$ cat src/rtl/expr_string_tx.sv
// Expression character transmitter: validates and buffers a tokenised expression
// (digit / op alternation), then streams it as gap-free ASCII after a chk_clr pulse.
module expr_string_tx #(
    parameter int DEPTH = 16,
    parameter int AW    = 4
) (
    input  logic       clk,
    input  logic       clr,
    input  logic       tok_valid,
    output logic       tok_ready,
    input  logic       tok_op,
    input  logic [3:0] tok_val,
    input  logic       tok_last,
    output logic [7:0] out,
    output logic       out_valid,
    output logic       chk_clr,
    output logic       busy,
    output logic       err
);

    typedef enum logic [1:0] {S_LOAD, S_SYNC, S_SEND, S_ERR} state_t;

    localparam logic [AW:0] C_FULL = (AW+1)'(DEPTH);
    localparam logic [AW:0] C_LIM  = (AW+1)'(DEPTH - 2);

    state_t          r_state, w_state_n;
    logic [AW-1:0]   r_wptr, w_wptr_n, r_rptr, w_rptr_n;
    logic [AW:0]     r_cnt, w_cnt_n;
    logic            r_exp_op, w_exp_op_n;
    logic            r_err_last, w_err_last_n;
    logic [7:0]      r_out, w_out_n;
    logic            r_out_valid, w_out_valid_n;
    logic            r_chk_clr, w_chk_clr_n;
    logic            w_full, w_accept, w_bad, w_wr_en;
    logic [4:0]      w_head;
    logic [4:0]      r_buf [DEPTH];

    // Buffer entry is {op, val}; op code 1 is '*', 0 is '+'.
    function automatic logic [7:0] ascii_of(input logic [4:0] ent);
        if (ent[4])
            return ent[0] ? 8'h2A : 8'h2B;
        return 8'h30 + {4'h0, ent[3:0]};
    endfunction

    assign w_full    = (r_cnt == C_FULL);
    assign tok_ready = !clr && (((r_state == S_LOAD) && !w_full) || (r_state == S_ERR));
    assign w_accept  = tok_valid && tok_ready;
    assign w_head    = r_buf[r_rptr];

    // The (DEPTH-1)-th token must close the expression, so length errors surface here.
    assign w_bad = (tok_op != r_exp_op)
                || (!tok_op && (tok_val > 4'd9))
                || (tok_op && (tok_val > 4'd1))
                || (tok_op && tok_last)
                || ((r_cnt == C_LIM) && !tok_last);

    always_comb begin
        w_state_n     = r_state;
        w_wptr_n      = r_wptr;
        w_rptr_n      = r_rptr;
        w_cnt_n       = r_cnt;
        w_exp_op_n    = r_exp_op;
        w_err_last_n  = r_err_last;
        w_out_n       = 8'h00;
        w_out_valid_n = 1'b0;
        w_chk_clr_n   = 1'b0;
        w_wr_en       = 1'b0;
        case (r_state)
            S_LOAD: begin
                if (w_accept) begin
                    if (w_bad) begin
                        w_state_n    = S_ERR;
                        w_err_last_n = tok_last;
                    end else begin
                        w_wr_en  = 1'b1;
                        w_wptr_n = r_wptr + AW'(1);
                        w_cnt_n  = r_cnt + (AW+1)'(1);
                        if (tok_last) begin
                            w_state_n   = S_SYNC;
                            w_chk_clr_n = 1'b1;
                        end else begin
                            w_exp_op_n = !r_exp_op;
                        end
                    end
                end
            end
            S_SYNC: begin
                w_state_n     = S_SEND;
                w_out_n       = ascii_of(w_head);
                w_out_valid_n = 1'b1;
                w_rptr_n      = r_rptr + AW'(1);
                w_cnt_n       = r_cnt - (AW+1)'(1);
            end
            S_SEND: begin
                if (r_cnt == '0) begin
                    w_state_n  = S_LOAD;
                    w_wptr_n   = '0;
                    w_rptr_n   = '0;
                    w_exp_op_n = 1'b0;
                end else begin
                    w_out_n       = ascii_of(w_head);
                    w_out_valid_n = 1'b1;
                    w_rptr_n      = r_rptr + AW'(1);
                    w_cnt_n       = r_cnt - (AW+1)'(1);
                end
            end
            S_ERR: begin
                // Offending token already carried last: leave after a single cycle.
                if (r_err_last || (w_accept && tok_last)) begin
                    w_state_n    = S_LOAD;
                    w_wptr_n     = '0;
                    w_rptr_n     = '0;
                    w_cnt_n      = '0;
                    w_exp_op_n   = 1'b0;
                    w_err_last_n = 1'b0;
                end
            end
            default: w_state_n = S_LOAD;
        endcase
    end

    always_ff @(posedge clk or posedge clr) begin
        if (clr) begin
            r_state     <= S_LOAD;
            r_wptr      <= '0;
            r_rptr      <= '0;
            r_cnt       <= '0;
            r_exp_op    <= 1'b0;
            r_err_last  <= 1'b0;
            r_out       <= 8'h00;
            r_out_valid <= 1'b0;
            r_chk_clr   <= 1'b0;
        end else begin
            r_state     <= w_state_n;
            r_wptr      <= w_wptr_n;
            r_rptr      <= w_rptr_n;
            r_cnt       <= w_cnt_n;
            r_exp_op    <= w_exp_op_n;
            r_err_last  <= w_err_last_n;
            r_out       <= w_out_n;
            r_out_valid <= w_out_valid_n;
            r_chk_clr   <= w_chk_clr_n;
        end
    end

    always_ff @(posedge clk) begin
        if (w_wr_en)
            r_buf[r_wptr] <= {tok_op, tok_val};
    end

    assign out       = r_out;
    assign out_valid = r_out_valid;
    assign chk_clr   = r_chk_clr;
    assign busy      = (r_state == S_SYNC) || (r_state == S_SEND);
    assign err       = (r_state == S_ERR);

endmodule
$ cat config.mk
export PLATFORM = sky130hd
export DESIGN_NAME = expr_string_tx
export DESIGN_NICKNAME = d
export VERILOG_FILES = /design/src/rtl/expr_string_tx.sv
export SDC_FILE = /design/constraint.sdc
export NUM_CORES = 1
export LEC_CHECK = 0
export ABC_AREA = 1
export CAP_MARGIN = 20
export CORE_MARGIN = 2
export CORE_UTILIZATION = 37
export CTS_BUF_LIST = sky130_fd_sc_hd__clkbuf_2 sky130_fd_sc_hd__clkbuf_4 sky130_fd_sc_hd__clkbuf_8
export CTS_CLUSTER_DIAMETER = 30
export DETAILED_ROUTE_END_ITERATION = 10
export HOLD_SLACK_MARGIN = 0.15
export PLACE_DENSITY = 0.58
export SYNTH_ARGS = -nofsm -noshare
export SYNTH_HDL_FRONTEND = slang
export SYNTH_SLANG_ARGS = --single-unit
$ cat constraint.sdc
create_clock -name clk -period 2.4 [get_ports clk]
set_input_delay 0.36 -clock clk [delete_from_list [all_inputs] [get_ports clk]]
set_output_delay 0.36 -clock clk [all_outputs]
set_load 0.1 [all_outputs]
==> results of run 1 <==
-- final cells by class --
cell class                 count  area [um^2]  share of cell area
sequential                   104         3003              0.5305
multi-input combinational    334         1618              0.2858
timing repair buffer          55        457.9             0.08090
tap                          172        215.2             0.03802
inverter                      44        165.2             0.02918
clock buffer                   9        123.9             0.02188
clock inverter                 7        77.57             0.01370
-- logic make-up after synthesis --
kind of cell               synth area share
AOI/OAI and AO/OA                   0.06204
xor gates and xnor gates           0.007179
adders and majority gates           0.03486
buffers and inverters               0.05742
DFF                                  0.6152
other                             0.0007683
and+or+nand+nor                      0.2225
-- cells in the mapped netlist (4+ instances only) --
cell	count
inv_1	41
nand2_2	4
buf_4	6
dfrtp_1	24
o21ai_1	4
a21oi_1	5
edfxtp_1	80
nand3_1	34
nand2_1	119
nor2_1	85
o21ai_0	35
buf_2	5
clkbuf_1	5
o22ai_1	6
ha_1	12
nand4_1	6
-- worst min path at each step --
stage | start | to | slack [ns] | depth (start not counted)
after global routing | clr | r_wptr[0]$_DFFE_PP0P_ | 0.44 | 3
after floorplan | clr | chk_clr$_DFF_PP0_ | 0.40 | 1
after CTS | clr | r_wptr[1]$_DFFE_PP0P_ | 0.44 | 3
final | clr | r_wptr[3]$_DFFE_PP0P_ | 0.44 | 3
after detailed placement | r_err_last$_DFFE_PP0P_ | r_err_last$_DFFE_PP0P_ | 0.47 | 2
after global placement | r_err_last$_DFFE_PP0P_ | r_err_last$_DFFE_PP0P_ | 0.46 | 2
-- sequential cells by signal (all words and copies together) (netlist names) --
name and cells:
r_rptr 4, out_valid 1, r_buf 80, chk_clr 1, r_cnt 5, r_exp_op 1
r_err_last 1, r_wptr 4, r_state 2, out 5
-- per-layer routing --
layer,global-route usage,up-vias
li1,-,1745
met2,0.2827,47
met3,0.03017,13
met4,0.06696,0
met1,0.2032,1615
met5,0,-
-- through the flow --
stage	power, W	setup WS [ns]
floorplan	0.004812	0.1272
global placement	0.005553	-0.02010
detailed placement	0.005576	0.005309
CTS	0.006683	0.3016
global route	0.007167	0.1311
finish	0.006636	0.3350
-- report_power, final --
| group | internal [W] | leakage, nW | switching, W |
|---|---|---|---|
| logic | 0.00106 | 1.25 | 0.00216 |
| clock network | 0.000493 | 0.101 | 0.000632 |
| registers | 0.00211 | 1.03 | 0.000183 |
-- cell usage in the layout, fill, tap and decap left out, drive strengths merged, types with 8 or more instances in the layout --
cell type,Yosys,routed
buf,14,47
dfrtp,24,24
clkbuf,5,9
inv,44,47
nand3,35,35
ha,12,12
nor2,87,87
edfxtp,80,80
clkdlybuf4s50,0,8
o21ai,39,39
nand2,123,123
-- tightest hold or removal path: stages --
cell and delay [ns]:
clkdlybuf4s50_1 0.47, inv_1 0.15, buf_4 0.20
==> qor.txt, run 1 <==
Max-slew headroom -> 0.6508
Post-DRT Antenna Nets -> 0
GRT Total Usage -> 0.1642
# setup viols final -> 0
Input/output buffers -> 19
Power Density -> 1172 nW/um^2
Root Buffer -> clkbuf_8
Critical path's slowest cell -> dfrtp_1
Global-route wire length before repair -> 17520 um
Die height -> 118.9 um
Most common flop cell mapped by yosys -> edfxtp_1
Number of H-tree levels -> 3
Vias in the first global route -> 3353
Fin nets -> 570
Peak Freq -> 484.3 MHz
Dpl cell area -> 5459 um^2
Fin crit share -> 0.8604
Initial Util -> 0.3821
Buf+Inv Stages, Crit Path -> 3
Initial DRT Pass Iterations -> 4
RR Startpoint -> r_state[1]$_DFFE_PP0P_
HP Class -> in -> async
Skew final -> 0.01264 ns
CP Data Required Time -> 2.52 ns
Crit path depth -> 8
Core Region -> 12770 um^2
Met2 wire length -> 5325 um
Least-Margin Pin Slew -> 0.5231 ns
Asr flop ratio synth -> 0.2308
Worst r2r dst -> r_buf[6][4]$_DFFE_PP_
Type of origin of the critical path -> register
Initial antenna violation count -> 0
Syn_area_per_cell -> 9.762 um^2
Post-CTS Resized -> 0
Post-CTS Setup Inserts -> 0
Worst-path cell chain -> inv_1, ha_2, buf_4, nand4_1, nor2_1, nand2_1, nor2_1, buf_4
Post-route design area -> 5660 um^2
Die Width -> 118.9 um
Via count -> 3420
Clock tree sinks -> 104
Number of diodes -> 0
Crit Path Category -> reg -> reg
Share of layout cells above drive strength 1 -> 0.1410
Met1 wire length -> 4847 um
Worst skew pair latency -> 0.39 ns
Yosys top cell area share -> 0.4922
CP delay by family, top -> simple AND/OR/NAND/NOR gates
Core Util, Final -> 0.4431
Critical path origin -> r_state[1]$_DFFE_PP0P_
CTS max path bufs -> 2
Lkg Pwr -> 2.386 nW
Fill count -> 1230
CTS tree -> done
Detailed placer's ending HPWL -> 7804 um
Crit-path max cell delay -> 0.43 ns
Clock slew at reported path FFs -> 0.11 ns
Sum Neg Setup Slack -> 0 ns
Sequential share of the synthesized area -> 0.6152
Row count -> 41
Initial DRC count -> 267
Unique cell type count in the Yosys netlist -> 34
Synthesized area -> 4881 um^2
Area Growth Syn to Fin -> 15.97%
Met3 wire length -> 365 um
Num CTS Buffers -> 9
Final hold vios -> 0
R2r setup slk -> 0.34 ns
Post-DR wirelength/cell -> 14.87 um
Final Non-Filler Cells -> 725
Yosys reg bits -> 104
Peak supply drop -> 636.2 uV
Final-report max-slew violation count -> 0
Hold WS -> 0.4394 ns
Gpl congestion -> 0.8631
DRC viols -> 0
Placed Cells incl. Taps -> 709
GR Overflow Total -> 0
Worst r2r path cells -> 8
Full die area -> 14130 um^2
DRT Wirelength -> 10780 um
Crit path max fanout -> 6
Setup crit end kind -> register
Max cap viols -> 0
WP data arrival -> 2.18 ns
Top cell type by total area after synthesis -> edfxtp_1
Synth top area cells -> edfxtp_1 49%, dfrtp_1 12%, nand2_1 9.2%
Yosys warnings -> 0
Largest net degree at the start of global routing -> 35
Worst setup path end -> r_buf[6][4]$_DFFE_PP_
Unrepaired setup endpoints after global routing -> false
Fin crit period -> 2.065 ns
Post-synth EDFFs -> 80
Vias/cell -> 4.717
Post-cts hold buffer count -> 0
Status -> completed
IO Count -> 22
DR top layer -> met4
Mapped Cells -> 500
(Power assumes the default switching activity.)
==> run 2, diff against run 1 <==
--- a/config.mk
+++ b/config.mk
@@ -6,8 +6,8 @@
 export NUM_CORES = 1
 export LEC_CHECK = 0
 export ABC_AREA = 1
-export CAP_MARGIN = 20
-export CORE_MARGIN = 2
+export CAP_MARGIN = 25
+export CORE_MARGIN = 5
 export CORE_UTILIZATION = 37
 export CTS_BUF_LIST = sky130_fd_sc_hd__clkbuf_2 sky130_fd_sc_hd__clkbuf_4 sky130_fd_sc_hd__clkbuf_8
 export CTS_CLUSTER_DIAMETER = 30
==> run 2 against run 1 <==
Register-to-register slack barely moved. Sequential cell count did not move. Via count grew 3.3%. Utilization shrank 1.3 points. Clock skew is 0.0016 ns higher. Worst hold slack improved by 0.048 ns. Critical path type is now in -> reg. Global-route usage is 1.4 points lower. Total power down 0.60%. Critical endpoint is now r_buf[7][3]$_DFFE_PP_. Combinational power is 2% higher. Sequential power about the same. Non-clock buffer count decreased by 2.
==> qor.txt, run 2 (synthesis gave the netlist of run 1 again) <==
Peak supply drop -> 471.8 uV
Clock slew at reported path FFs -> 0.10 ns
Final-report max-slew violation count -> 0
Peak Freq -> 476.9 MHz
Number of flip-flops in the largest register -> 80
Input/output buffers -> 19
Vias/cell -> 4.858
Root Buffer -> clkbuf_8
Final hold vios -> 0
Fill count -> 1271
Num CTS Buffers -> 9
DRT Wirelength -> 11260 um
Most frequent cells in the layout -> 119 x nand2_1, 85 x nor2_1, 80 x edfxtp_1
Crit path max fanout -> 7
Post-cts hold buffer count -> 0
Number of H-tree levels -> 3
Post-DRT Antenna Nets -> 0
WP data arrival -> 2.20 ns
Share of layout cells above drive strength 1 -> 0.1379
Full die area -> 15590 um^2
Crit Path Category -> in -> reg
Initial DRT Pass Iterations -> 7
Die height -> 124.9 um
Setup crit end kind -> register
Least-Margin Pin Slew -> 0.5262 ns
Unrepaired setup endpoints after global routing -> false
Post-DR wirelength/cell -> 15.49 um
Fin nets -> 568
Number of diodes -> 0
Initial Util -> 0.3730
Initial DRC count -> 244
CTS tree -> done
DRC viols -> 0
Worst skew pair latency -> 0.38 ns
Fin crit period -> 2.097 ns
Post-CTS Setup Inserts -> 0
Type of origin of the critical path -> primary input
Via count -> 3532
Sum Neg Setup Slack -> 0 ns
Post-CTS Resized -> 0
Dpl cell area -> 5449 um^2
Detailed placer's ending HPWL -> 7982 um
Die Width -> 124.9 um
Gpl congestion -> 0.8621
CTS max path bufs -> 2
# setup viols final -> 0
Power Density -> 1172 nW/um^2
Area of the multi-input gates -> 1618 um^2
Skew final -> 0.01423 ns
Largest net degree at the start of global routing -> 35
Reg with most FFs -> r_buf
Core Region -> 13090 um^2
Initial antenna violation count -> 0
Global-route wire length before repair -> 18450 um
Commonest non-fill, non-tap cell in the layout -> nand2_1
GRT Total Usage -> 0.1498
Max cap viols -> 0
Clock tree sinks -> 104
CP Data Required Time -> 2.50 ns
IO Count -> 22
Row count -> 42
Max-slew headroom -> 0.6487
Post-route design area -> 5630 um^2
Area Growth Syn to Fin -> 15.36%
HP Class -> in -> async
R2r setup slk -> 0.33 ns
GR Overflow Total -> 0
Vias in the first global route -> 3526
Status -> completed
Lkg Pwr -> 2.362 nW
Fin crit share -> 0.8737
Register area -> 3003 um^2
-- run 2: changes by cell type in the layout (fill, tap and decap cells not counted) --
cell        delta
bufinv_16      -1
buf_4          -2
clkbuf_4       +1
clkinv_2       -1
clkinvlp_4     +1
-- run 2: metrics by stage --
stage / util / total power, W / hold WS [ns] / instances / setup slack [ns]
after floorplan: - / 0.004812 / 0.3990 / 501 / 0.1272
after global placement: 0.4164 / 0.005579 / 0.4601 / 711 / -0.07793
after detailed placement: 0.4164 / 0.005627 / 0.4767 / 711 / -0.07912
after CTS: 0.4303 / 0.006646 / 0.4857 / 727 / 0.3267
after global routing: 0.4303 / 0.007122 / 0.5156 / 727 / 0.1378
final: 0.4303 / 0.006596 / 0.4870 / 727 / 0.3030
-- run 2: final timing paths --
path / from / cells past startpoint / to
max in group asynchronous: clr / 3 / out_valid$_DFF_PP0_
hold / removal: clr / 3 / r_wptr[1]$_DFFE_PP0P_
min in group clk: r_err_last$_DFFE_PP0P_ / 2 / r_err_last$_DFFE_PP0P_
hold reg to reg: r_err_last$_DFFE_PP0P_ / 2 / r_err_last$_DFFE_PP0P_
setup / recovery: tok_op / 8 / r_buf[7][3]$_DFFE_PP_
setup reg to reg: r_state[0]$_DFFE_PP0P_ / 8 / r_buf[7][3]$_DFFE_PP_
-- run 2: routing by layer --
metal,part of all wire,global-route usage,up-vias
li1,-,-,1747
met1,0.46,0.2018,1686
met2,0.47,0.2351,77
met3,0.043,0.03688,22
met4,0.023,0.05612,0
met5,0,0,-
-- run 2: cell type report --
type / instances / area share
multi-input combinational: 334 / 0.2873
clock inverter: 6 / 0.008889
clock buffer: 10 / 0.02333
timing repair buffer: 53 / 0.07867
inverter: 44 / 0.02933
tap: 176 / 0.03911
sequential: 104 / 0.5333
-- run 2: power by group --
part,switching (W),total (W),leakage (nW),internal [W]
clock,0.000633,0.00104,0.0873,0.000402
combinational,0.00221,0.00327,1.24,0.00106
sequential,0.000184,0.00229,1.03,0.00211
total,0.00303,0.00660,2.36,0.00357
-- run 2: worst max-delay path, cell delays in order --
cell and delay, ns:
clkdlybuf4s50_1 0.57, buf_4 0.25, nand2_1 0.10, nand4_1 0.12, nor2_1 0.25, nand2_1 0.24
nor2_1 0.15, buf_4 0.15
==> run 3, diff against run 2 <==
--- a/config.mk
+++ b/config.mk
@@ -10,7 +10,6 @@
 export CORE_MARGIN = 5
 export CORE_UTILIZATION = 37
 export CTS_BUF_LIST = sky130_fd_sc_hd__clkbuf_2 sky130_fd_sc_hd__clkbuf_4 sky130_fd_sc_hd__clkbuf_8
-export CTS_CLUSTER_DIAMETER = 30
 export DETAILED_ROUTE_END_ITERATION = 10
 export HOLD_SLACK_MARGIN = 0.15
 export PLACE_DENSITY = 0.58
==> results of run 3 <==
Final layout, timing and power as in run 2 (identical DEF).
